===== src/rtl/demux_pkg.sv =====
// ============================================================================
// Module   : demux_pkg
// Purpose  : Shared sizes and types for the 1-to-4 stream demultiplexer.
// Revision : 1.0 - initial release
// ============================================================================
`default_nettype none

package demux_pkg;
    localparam int NUM_OUT = 4;
    localparam int SEL_W   = 2;
    localparam int CNT_W   = 16;

    typedef logic [SEL_W-1:0] sel_t;
endpackage

`default_nettype wire


===== src/rtl/demux_1to4_stream_if.sv =====
// ============================================================================
// Module   : demux_1to4_stream_if
// Purpose  : Producer/consumer bus of the demux; beat_count exists only when
//            DEMUX_STATS_EN is defined.
// Revision : 1.0 - initial release
// ============================================================================
`default_nettype none

interface demux_1to4_stream_if
    import demux_pkg::*;
#(
    parameter int WIDTH = 8
);
    logic                              in_valid;
    logic                              in_ready;
    logic [WIDTH-1:0]                  in_data;
    sel_t                              in_sel;
    logic [NUM_OUT-1:0]                out_valid;
    logic [NUM_OUT-1:0]                out_ready;
    logic [NUM_OUT-1:0][WIDTH-1:0]     out_data;
    sel_t                              cur_sel;
`ifdef DEMUX_STATS_EN
    logic [NUM_OUT-1:0][CNT_W-1:0]     beat_count;
`endif

    // Demux side of the bus.
    modport slave (
        input  in_valid, in_data, in_sel, out_ready,
        output in_ready, out_valid, out_data, cur_sel
`ifdef DEMUX_STATS_EN
        , output beat_count
`endif
    );

    // Producer/consumer side of the bus.
    modport master (
        output in_valid, in_data, in_sel, out_ready,
        input  in_ready, out_valid, out_data, cur_sel
`ifdef DEMUX_STATS_EN
        , input beat_count
`endif
    );
endinterface

`default_nettype wire


===== src/rtl/demux_out_slot.sv =====
// ============================================================================
// Module   : demux_out_slot
// Purpose  : One-entry output register slice with same-cycle drain/reload.
// Revision : 1.0 - initial release
// ============================================================================
`default_nettype none

module demux_out_slot #(
    parameter int WIDTH = 8
) (
    input  wire logic             clk,
    input  wire logic             rst,
    input  wire logic             load_i,
    input  wire logic             drain_i,
    input  wire logic [WIDTH-1:0] data_i,
    output logic                  valid_o,
    output logic [WIDTH-1:0]      data_o
);
    logic             valid_q, valid_d;
    logic [WIDTH-1:0] data_q,  data_d;

    // A load wins over a drain so a slot reloads in the cycle it empties.
    always_comb begin
        valid_d = load_i | (valid_q & ~drain_i);
        data_d  = load_i ? data_i : data_q;
    end

    always_ff @(posedge clk) begin
        if (rst) begin
            valid_q <= 1'b0;
            data_q  <= '0;
        end else begin
            valid_q <= valid_d;
            data_q  <= data_d;
        end
    end

    assign valid_o = valid_q;
    assign data_o  = data_q;
endmodule

`default_nettype wire


===== src/rtl/demux_1to4_stream.sv =====
// ============================================================================
// Module   : demux_1to4_stream
// Purpose  : Steers one valid/ready stream into four registered output slots,
//            by per-beat select or round-robin pointer. Optional per-channel
//            beat counters are enabled by the macro DEMUX_STATS_EN.
// Revision : 1.0 - initial release
// ============================================================================
`default_nettype none

module demux_1to4_stream
    import demux_pkg::*;
#(
    parameter int WIDTH   = 8,
    parameter int RR_MODE = 0
) (
    input wire logic             clk,
    input wire logic             rst,
    demux_1to4_stream_if.slave   bus
);
    sel_t               ptr_q, ptr_d;
    sel_t               w_tgt;
    logic               w_accept;
    logic [NUM_OUT-1:0] w_load;

    assign w_tgt        = (RR_MODE != 0) ? ptr_q : bus.in_sel;
    assign bus.cur_sel  = w_tgt;
    assign bus.in_ready = ~bus.out_valid[w_tgt] | bus.out_ready[w_tgt];
    assign w_accept     = bus.in_valid & bus.in_ready;

    // The pointer only moves on an accepted beat, so a blocked channel stalls it.
    always_comb begin
        ptr_d = ptr_q;
        if (w_accept) begin
            ptr_d = ptr_q + sel_t'(1);
        end
    end

    always_ff @(posedge clk) begin
        if (rst) begin
            ptr_q <= '0;
        end else begin
            ptr_q <= ptr_d;
        end
    end

    generate
        for (genvar k = 0; k < NUM_OUT; k++) begin : g_slot
            assign w_load[k] = w_accept & (w_tgt == sel_t'(k));

            demux_out_slot #(
                .WIDTH (WIDTH)
            ) u_slot (
                .clk     (clk),
                .rst     (rst),
                .load_i  (w_load[k]),
                .drain_i (bus.out_ready[k]),
                .data_i  (bus.in_data),
                .valid_o (bus.out_valid[k]),
                .data_o  (bus.out_data[k])
            );
        end
    endgenerate

`ifdef DEMUX_STATS_EN
    generate
        for (genvar k = 0; k < NUM_OUT; k++) begin : g_cnt
            logic [CNT_W-1:0] cnt_q, cnt_d;

            always_comb begin
                cnt_d = cnt_q;
                if (w_load[k] && (cnt_q != {CNT_W{1'b1}})) begin
                    cnt_d = cnt_q + CNT_W'(1);
                end
            end

            always_ff @(posedge clk) begin
                if (rst) begin
                    cnt_q <= '0;
                end else begin
                    cnt_q <= cnt_d;
                end
            end

            assign bus.beat_count[k] = cnt_q;
        end
    endgenerate
`endif
endmodule

`default_nettype wire


===== src/flat_wrapper.sv =====
// flat-port wrapper written by rule: the top's interface ports become plain ports
module demux_1to4_stream_flat import demux_pkg::*;
#(
    parameter int WIDTH   = 8,
    parameter int RR_MODE = 0
)
  (clk, rst, bus_in_valid, bus_in_data, bus_in_sel, bus_out_ready, bus_in_ready, bus_out_valid, bus_out_data, bus_cur_sel);
  demux_1to4_stream_if #(.WIDTH(WIDTH)) bus_i ();
  input wire logic clk;
  input wire logic rst;
  input wire logic [$bits(bus_i.in_valid)-1:0] bus_in_valid;
  input wire logic [$bits(bus_i.in_data)-1:0] bus_in_data;
  input wire logic [$bits(bus_i.in_sel)-1:0] bus_in_sel;
  input wire logic [$bits(bus_i.out_ready)-1:0] bus_out_ready;
  output wire logic [$bits(bus_i.in_ready)-1:0] bus_in_ready;
  output wire logic [$bits(bus_i.out_valid)-1:0] bus_out_valid;
  output wire logic [$bits(bus_i.out_data)-1:0] bus_out_data;
  output wire logic [$bits(bus_i.cur_sel)-1:0] bus_cur_sel;
  assign bus_i.in_valid = bus_in_valid;
  assign bus_i.in_data = bus_in_data;
  assign bus_i.in_sel = bus_in_sel;
  assign bus_i.out_ready = bus_out_ready;
  assign bus_in_ready = bus_i.in_ready;
  assign bus_out_valid = bus_i.out_valid;
  assign bus_out_data = bus_i.out_data;
  assign bus_cur_sel = bus_i.cur_sel;
  demux_1to4_stream #(.WIDTH(WIDTH), .RR_MODE(RR_MODE)) u_core (.clk(clk), .rst(rst), .bus(bus_i));
endmodule

===== config.mk =====
export PLATFORM = sky130hd
export DESIGN_NAME = demux_1to4_stream_flat
export DESIGN_NICKNAME = d
export VERILOG_FILES = /design/src/rtl/demux_pkg.sv /design/src/rtl/demux_1to4_stream_if.sv /design/src/rtl/demux_out_slot.sv /design/src/rtl/demux_1to4_stream.sv /design/src/flat_wrapper.sv
export SDC_FILE = /design/constraint.sdc
export NUM_CORES = 1
export LEC_CHECK = 0
export BUFFER_PORTS_ARGS = -buffer_cell sky130_fd_sc_hd__buf_2
export CELL_PAD_IN_SITES_DETAIL_PLACEMENT = 1
export CELL_PAD_IN_SITES_GLOBAL_PLACEMENT = 2
export CORE_ASPECT_RATIO = 1.25
export CORE_MARGIN = 2
export CORE_UTILIZATION = 29
export DETAILED_ROUTE_END_ITERATION = 8
export PLACE_DENSITY = 0.87
export SYNTH_ARGS = -nofsm -noshare
export SYNTH_HDL_FRONTEND = slang
export SYNTH_SLANG_ARGS = --single-unit

===== constraint.sdc =====
create_clock -name clk -period 1.36 [get_ports clk]
set_input_delay 0 -clock clk [delete_from_list [all_inputs] [get_ports clk]]
set_output_delay 0 -clock clk [all_outputs]
set_load 0.1 [all_outputs]

# Word level (Yosys, flattened, before mapping)
# Cells that the tools add are included.
# W data, S select, Z words.
[op_classes] n_eq_ne=3 n_reduce_logical=1 n_lt_le_gt_ge=1 muxes=4 n_bitwise=19
[op_table] op="$and A1 B1 Y1" count=9
[op_table] op="$not A1 Y1" count=5
[op_table] op="$or A1 B1 Y1" count=5
[op_table] op="$bmux W1 S2" count=2
[op_table] op="$eq A2 B2 Y1 const B" count=2
[op_table] op="$lt A2 B3 Y1 const B" count=1
[op_table] op="$eq A2 B1 Y1 const B" count=1
[op_table] op="$logic_not A2 Y1" count=1
[op_table] op="$mux W1" count=2
[totals] reg_bits=36 wordCells=36 inputBits=17

# Depth between registers and ports, before layout
# Gate-level depths: netlist of run 1.
[depth] ltp_word=7 depth_mapped=4 depth_no_buf=3

# Hierarchy
# Synthesis of run 1 repeated with hierarchy kept, for this count alone.
[unflattened] cells_unflattened=131 hier_area_um2=1402.6
[modules_own_cells] mod="demux_out_slot" area_each_um2=321.6 cells_each=30 n_inst=4
[modules_own_cells] mod="demux_1to4_stream" area_each_um2=116.4 cells_each=11 n_inst=1

# Worst setup path after synthesis of run 1
# No wires, ideal clock.
[synth_timing] path_kind="register to register" start="reg u_core.g_slot[3].u_slot.data_o[3] (netlist name)" end="reg u_core.g_slot[3].u_slot.data_q[3]" stages_incl_launch_ff=3 t_arrival_ps=1160 t_required_ps=1285 synth_period_minus_slack_ps=1235 slack_ps=125 cell_sequence="dfxtp_1 -> nand2b_1 -> mux2i_1"
[synth_rtl] element="to (signal assigned)" line_no="demux_out_slot.sv:34" rtl="data_q <= data_d;"
[synth_rtl] element="to (decl)" line_no="demux_out_slot.sv:20" rtl="logic [WIDTH-1:0] data_q, data_d;"

# Worst setup path in the final report of run 1
[layout_timing] start="reg u_core.g_slot[3].u_slot.valid_q" end="out bus_in_ready"
[layout_via] elab_chain_cells=4
[layout_rtl] element="from (decl)" line_no="demux_out_slot.sv:19" rtl="logic valid_q, valid_d;"
[layout_rtl] element="from (signal assigned)" line_no="demux_out_slot.sv:33" rtl="valid_q <= valid_d;"
[layout_rtl] element="$bmux W1 S2" line_no="demux_1to4_stream.sv:27" rtl="assign bus.in_ready = ~bus.out_valid[w_tgt] | bus.out_ready[w_tgt];"
[layout_rtl] element="$mux W1 (implied by the code)" line_no="demux_1to4_stream.sv:27"
[layout_rtl] element="$not A1 Y1" line_no="demux_1to4_stream.sv:27"
[layout_rtl] element="$or A1 B1 Y1" line_no="demux_1to4_stream.sv:27"
[layout_rtl] element="to (decl)" line_no="flat_wrapper.sv:15" rtl="output wire logic [$bits(bus_i.in_ready)-1:0] bus_in_ready;"
# Every way passes these cells. The select of a mux whose other input is x is not followed.

==> results.py, run 1 <==
metrics = {
    "global_route": {
        "grt_max_degree": 32,
        "grtUsageTotal": 0.138,
        "grt_first_pass_wirelength_um": 5840,
        "overflow": 0,
        "antenna_found_initial": 0,
        "grt_pass1_vias": 1219,
    },
    "placement": {
        "gp_congestion": 0.670,
        "portBuffers": 55,
        "dp_hpwl_um": 2560,
        "dp_cells": 248,
        "pre_cts_ws_ps": 152,
    },
    "worst_setup_path": {
        "cp-startpoint": "u_core.g_slot[3].u_slot.valid_o$_SDFF_PP0_",
        "crit_path_end_kind": "primary output",
        "reg2reg_slack_ps": 150,
        "r2r_cells": 3,
        "cp.required_ps": 1360,
        "startpoint_type": "flop",
        "r2r-end": "u_core.g_slot[2].u_slot.data_o[7]$_SDFFE_PP0P_",
        "arrival_ps": 1380,
        "critical_path_class": "flop to primary output",
        "crit_fanout": 2,
        "r2r-start": "u_core.g_slot[2].u_slot.valid_o$_SDFF_PP0_",
    },
    "routing": {
        "drc": 0,
        "m1WireLength_um": 1410,
        "dr.max_layer_used": "met4",
        "route.met3.wl_um": 281,
        "drt-vias-per-instance": 4.46,
        "post_drt_wl_per_cell_um": 13.4,
        "first_pass_iters": 4,
        "via_count": 1163,
        "wl_um": 3510,
        "drtIter0Drc": 19,
        "route.met2.wl_um": 1750,
        "drtAntennaViolNets": 0,
    },
    "sta": {
        "maxSlewViolCount": 0,
        "fin_worst_skew_ps": 6.74,
        "min_period_ps": 1380,
        "finalWorstSetupSlack_ps": -19.6,
        "finalSetupViolCount": 1,
        "fin_crit_sh": 1.01,
        "slew_headroom": 0.668,
        "tightest_slew_ps": 502,
        "max_freq_mhz": 725,
        "hold_violations": 0,
        "grt_setup_unrepaired": "yes",
    },
    "synthesis": {
        "synth_top_area_cell": "dfxtp_1",
        "syn_area_per_cell_um2": 10.7,
        "synth_cell_types": 16,
        "synth_area_um2": 1500,
        "synth.yosys.seq_area_share": 0.481,
        "ys.flop_type": "dfxtp_1",
        "synth_nets": 157,
        "synth_most_common_cell": "nand2b_1",
        "synthTopCellsByArea": "dfxtp_1 (48%), mux2i_1 (21%), nand2b_1 (18%)",
        "yosys.area.top_type_share": 0.481,
        "yosys_warnings": 0,
        "synth_seq_cells": 36,
        "synth.cells.most_frequent": "nand2b_1 (44), dfxtp_1 (36), mux2i_1 (32)",
        "async_flop_share": 0,
        "synthCells": 140,
        "synth_edf_count": 0,
    },
    "worst_hold_path": {
        "holdCritPathClass": "primary input to flop",
        "hold_start": "bus_in_data[4]",
        "holdPathEnd": "u_core.g_slot[1].u_slot.data_o[4]$_SDFFE_PP0P_",
        "worstHoldPathCells": 3,
    },
    "cells_and_area": {
        "fillerInstances": 586,
        "postLayoutCoreUtil": 0.391,
        "fin_cells": 261,
        "fin_nets": 215,
        "syn_to_final_growth_pct": 31.8,
        "layout-drive-gt1-share": 0.392,
        "antenna_cells": 0,
    },
    "cts": {
        "root_buffer": "clkbuf_8",
        "htree_levels": 2,
        "clockBufferDepth": 2,
        "cts_buffers": 5,
        "cts_tree": "built",
        "clock_latency_ps": 290,
        "cts.reportedPaths.clkPinSlew_ps": 80,
        "cts_sinks": 36,
        "holdBufCountCts": 0,
    },
    "pwr": {
        "power_density_nw_per_um2": 1240,
        "ir_worst_vdd_uv": 654,
        "leakagePower_uw": 0.00101,
    },
    "die": {
        "die_w_um": 68.3,
        "core_area_um2": 5040,
        "initial_core_util": 0.297,
        "die_h_um": 84.3,
        "rows": 29,
        "io_pins": 56,
        "die_area_um2": 5760,
    },
    "outcome": {
        "violations": "negative setup slack",
        "run_status": "complete, but fails checks",
    },
    "run": {
        "drv_cap": 0,
    },
}
-- report_power, final --
part,total (uW),switching (uW),internal [uW]
registers,1110,18.7,1090
clock network,814,400,414
logic,519,398,120
total,2440,817,1630
-- layout make-up --
class	count	area (um2)	area share
timing repair buffer	65	378	0.191
clock buffer	6	82.6	0.0418
multi-input combinational	90	698	0.354
tap	62	77.6	0.0393
sequential	36	724	0.367
clock inverter	2	13.8	0.00697
-- worst max-delay path by stage --
stage	depth (start not counted)	to	slack [ps]
floorplan	2	u_core.g_slot[3].u_slot.data_o[3]$_SDFFE_PP0P_	120
global placement	3	u_core.g_slot[2].u_slot.data_o[0]$_SDFFE_PP0P_	180
detailed placement	3	bus_in_ready	150
CTS	3	bus_in_ready	-40
global route	3	bus_in_ready	-70
finish	3	bus_in_ready	-20
-- cell families (layout without fill, tap and decap cells) --
family,after synthesis,in the layout,synth area share
AO/OA/AOI/OAI,4,4,0.0134
flip-flops,36,36,0.481
AND/OR/NAND/NOR,53,53,0.224
multiplexers,33,33,0.229
buffers and inverters,14,73,0.0526
-- routing by layer --
layer  vias to the layer above  GRT usage
met1                       547      0.158
met3                         6     0.0563
met2                        38      0.222
li1                        572          -
met5                         -          0
met4                         0     0.0545
-- worst max-delay path, stage by stage, from the launching register on --
cell      delay, ps
dfxtp_2         330
nand2b_1         70
mux4_2          510
buf_12          190
-- layout by cell type (no fill, tap or decap) --
cell / synthesis / final
nand2b_1: 44 / 44
nand4_1: 1 / 1
nor2b_1: 2 / 2
or3_1: 1 / 1
and4_1: 1 / 1
clkinv_2: 0 / 1
mux4_2: 1 / 1
a21oi_1: 4 / 4
nand2_1: 1 / 1
dfxtp_1: 36 / 33
nand3b_1: 1 / 1
inv_6: 0 / 1
buf_2: 3 / 54
nor3_2: 1 / 1
dfxtp_2: 0 / 3
mux2i_1: 32 / 32
buf_12: 0 / 2
clkbuf_8: 0 / 6
buf_4: 6 / 9
nand3_1: 1 / 1
-- sequential cells by signal, summed over array words and instances (netlist names) --
name	cells
u_core.g_slot.u_slot.data_o	32
u_core.g_slot.u_slot.valid_o	4
-- stage by stage --
stage | total power, uW | instance area, um2 | hold slack (ps) | setup TNS (ps)
after floorplan | 1550 | 1500 | 197 | 0
after global placement | 1650 | 1820 | 329 | 0
after detailed placement | 1650 | 1820 | 332 | 0
after CTS | 2480 | 1970 | 54.3 | -42.8
after global routing | 2550 | 1970 | 79.8 | -74.3
final | 2440 | 1970 | 52.5 | -19.6
-- what timing repair did --
item	CTS	global route
resized for setup	7	0
pin swaps	0	0
setup endpoints to repair	1	1
buffers inserted	5	0
(Power assumes the default switching activity.)
==> inputs of run 2 (changes only) <==
Settings changed: BUFFER_PORTS_ARGS -buffer_cell sky130_fd_sc_hd__buf_2 to -buffer_cell sky130_fd_sc_hd__buf_4, CORE_ASPECT_RATIO 1.25 to 0.75, TNS_END_PERCENT from default to 100.
==> run 2 against run 1 <==
Against the previous run:
- utilization increased by 3.7 points
- critical path depth unchanged
- clock power decreased by 4.1%
- highest routed layer unchanged
- sequential power about the same
- the run still ends with negative setup slack left
- combinational power increased by 7.9%
- worst hold slack improved by 6.5 ps
- largest cell class unchanged
- design area increased by 7.0%
==> results.py, run 2 (synthesis results as in run 1) <==
metrics = {
    "outcome": {
        "run_status": "complete, but fails checks",
        "violations": "negative setup slack",
    },
    "die": {
        "die_w_um": 87.0,
        "rows": 22,
        "initial_core_util": 0.304,
        "io_pins": 56,
        "core_area_um2": 4930,
        "die_h_um": 66.2,
        "die_area_um2": 5760,
    },
    "sta": {
        "tightest_slew_ps": 330,
        "finalWorstSetupSlack_ps": -38.1,
        "maxSlewViolCount": 0,
        "max_freq_mhz": 715,
        "finalSetupViolCount": 1,
        "slew_headroom": 0.780,
        "hold_violations": 0,
        "whs_ps": 59.0,
        "fin_worst_skew_ps": 7.95,
        "fin_crit_sh": 1.03,
        "min_period_ps": 1400,
        "grt_setup_unrepaired": "yes",
    },
    "cts": {
        "clock_latency_ps": 290,
        "cts_tree": "built",
        "cts_sinks": 36,
        "htree_levels": 2,
        "cts_buffers": 5,
        "cts.reportedPaths.clkPinSlew_ps": 70,
        "holdBufCountCts": 0,
        "root_buffer": "clkbuf_8",
        "clockBufferDepth": 2,
    },
    "worst_setup_path": {
        "crit_buf_inv": 1,
        "reg2reg_slack_ps": 100,
        "r2r_cells": 4,
        "cp.required_ps": 1360,
        "slowest_delay_ps": 500,
        "cp_top_family": "multiplexers",
        "crit_chain": "nand2b_1, mux4_2, buf_12",
        "startpoint_type": "flop",
        "r2r-end": "u_core.g_slot[2].u_slot.data_o[2]$_SDFFE_PP0P_",
        "crit_path_end_kind": "primary output",
        "critical_path_class": "flop to primary output",
        "r2r-start": "u_core.g_slot[2].u_slot.valid_o$_SDFF_PP0_",
        "arrival_ps": 1400,
        "crit_fanout": 2,
        "cp_slowest_cell": "mux4_2",
    },
    "cells_and_area": {
        "final_common_cell": "buf_4",
        "fin_cells": 260,
        "layout-drive-gt1-share": 0.410,
        "final_area_um2": 2110,
        "fin_nets": 216,
        "layout_common_cells": "buf_4 (65), nand2b_1 (43), mux2i_1 (32), dfxtp_1 (32), clkbuf_8 (6)",
        "syn_to_final_growth_pct": 41.0,
        "antenna_cells": 0,
        "largest_reg_flops": 32,
    },
    "placement": {
        "dpl-instance-area_um2": 1940,
        "dp_hpwl_um": 2840,
        "dp_cells": 245,
        "pre_cts_ws_ps": 144,
        "portBuffers": 55,
        "gp_congestion": 0.671,
    },
    "routing": {
        "first_pass_iters": 4,
        "drtIter0Drc": 36,
        "post_drt_wl_per_cell_um": 15.2,
        "wl_um": 3960,
        "drtAntennaViolNets": 0,
        "drt-vias-per-instance": 4.57,
        "drc": 0,
        "via_count": 1187,
    },
    "global_route": {
        "grt_pass1_vias": 1267,
        "grtUsageTotal": 0.143,
        "overflow": 0,
        "grt_first_pass_wirelength_um": 6130,
        "grt_max_degree": 45,
        "antenna_found_initial": 0,
    },
    "run": {
        "drv_cap": 0,
    },
    "pwr": {
        "ir_worst_vdd_uv": 713,
        "power_uw": 2460,
        "leakagePower_uw": 0.00103,
        "power_density_nw_per_um2": 1160,
    },
    "worst_hold_path": {
        "holdPathEnd": "u_core.g_slot[2].u_slot.data_o[7]$_SDFFE_PP0P_",
        "hold_start": "bus_in_data[7]",
        "worstHoldPathCells": 3,
        "holdCritPathClass": "primary input to flop",
    },
}
-- run 2: changes by cell type in the layout (fill, tap and decap cells not counted), sizes merged --
| cell | before | now |
|---|---|---|
| buf | 65 | 66 |
| clkinv | 1 | 2 |
| inv | 1 | 0 |
-- run 2: per-stage QoR --
step	TNS, ps	utilization
after floorplan	0	-
after global placement	0	0.393
after detailed placement	0	0.393
after CTS	-30.5	0.426
after global routing	-95.8	0.429
final	-38.1	0.429
-- run 2: where the power goes --
part	switching, uW	internal, uW	total [uW]
Clock	377	404	781
Sequential	22.5	1090	1120
Combinational	405	156	560
Total	804	1650	2460
-- run 2: layout make-up --
| type | count | area (um2) |
|---|---|---|
| Fill cell | 553 | 2820 |
| Sequential cell | 36 | 726 |
| Multi-Input combinational cell | 90 | 711 |
| Timing Repair Buffer | 66 | 508 |
| Clock buffer | 6 | 82.6 |
| Tap cell | 60 | 75.1 |
| Clock inverter | 2 | 10.0 |
-- run 2: worst max path at each step --
stage          cells after the start                                           start                                              to  slack, ps
2_1_floorplan                      2  u_core.g_slot[3].u_slot.data_o[3]$_SDFFE_PP0P_  u_core.g_slot[3].u_slot.data_o[3]$_SDFFE_PP0P_        120
3_3_place_gp                       3      u_core.g_slot[2].u_slot.valid_o$_SDFF_PP0_  u_core.g_slot[2].u_slot.data_o[0]$_SDFFE_PP0P_        180
3_5_place_dp                       3      u_core.g_slot[2].u_slot.valid_o$_SDFF_PP0_  u_core.g_slot[2].u_slot.data_o[2]$_SDFFE_PP0P_        140
4_1_cts                            3      u_core.g_slot[0].u_slot.valid_o$_SDFF_PP0_                                    bus_in_ready        -30
5_1_grt                            3      u_core.g_slot[2].u_slot.valid_o$_SDFF_PP0_                                    bus_in_ready       -100
6_report                           3      u_core.g_slot[2].u_slot.valid_o$_SDFF_PP0_                                    bus_in_ready        -40
-- run 2: repair_timing --
| action | 4_1_cts | 5_1_grt |
|---|---|---|
| resized for setup | 7 | 2 |
| setup endpoints to repair | 1 | 5 |
| gates cloned | 0 | 0 |
| hold endpoints to repair | 0 | 0 |
| buffers inserted | 7 | 0 |
-- run 2: layer usage --
layer	share of wire	vias to the layer above	track usage	routed length (um)
met5	0	-	0	0
met4	0.014	0	0.0586	54
met3	0.058	7	0.0424	231
met2	0.49	38	0.250	1920
met1	0.44	567	0.162	1750
li1	-	575	-	-
-- run 2: worst min-delay path: stages --
cell and delay [ps]:
buf_4 80, nand2b_1 100, mux2i_1 130
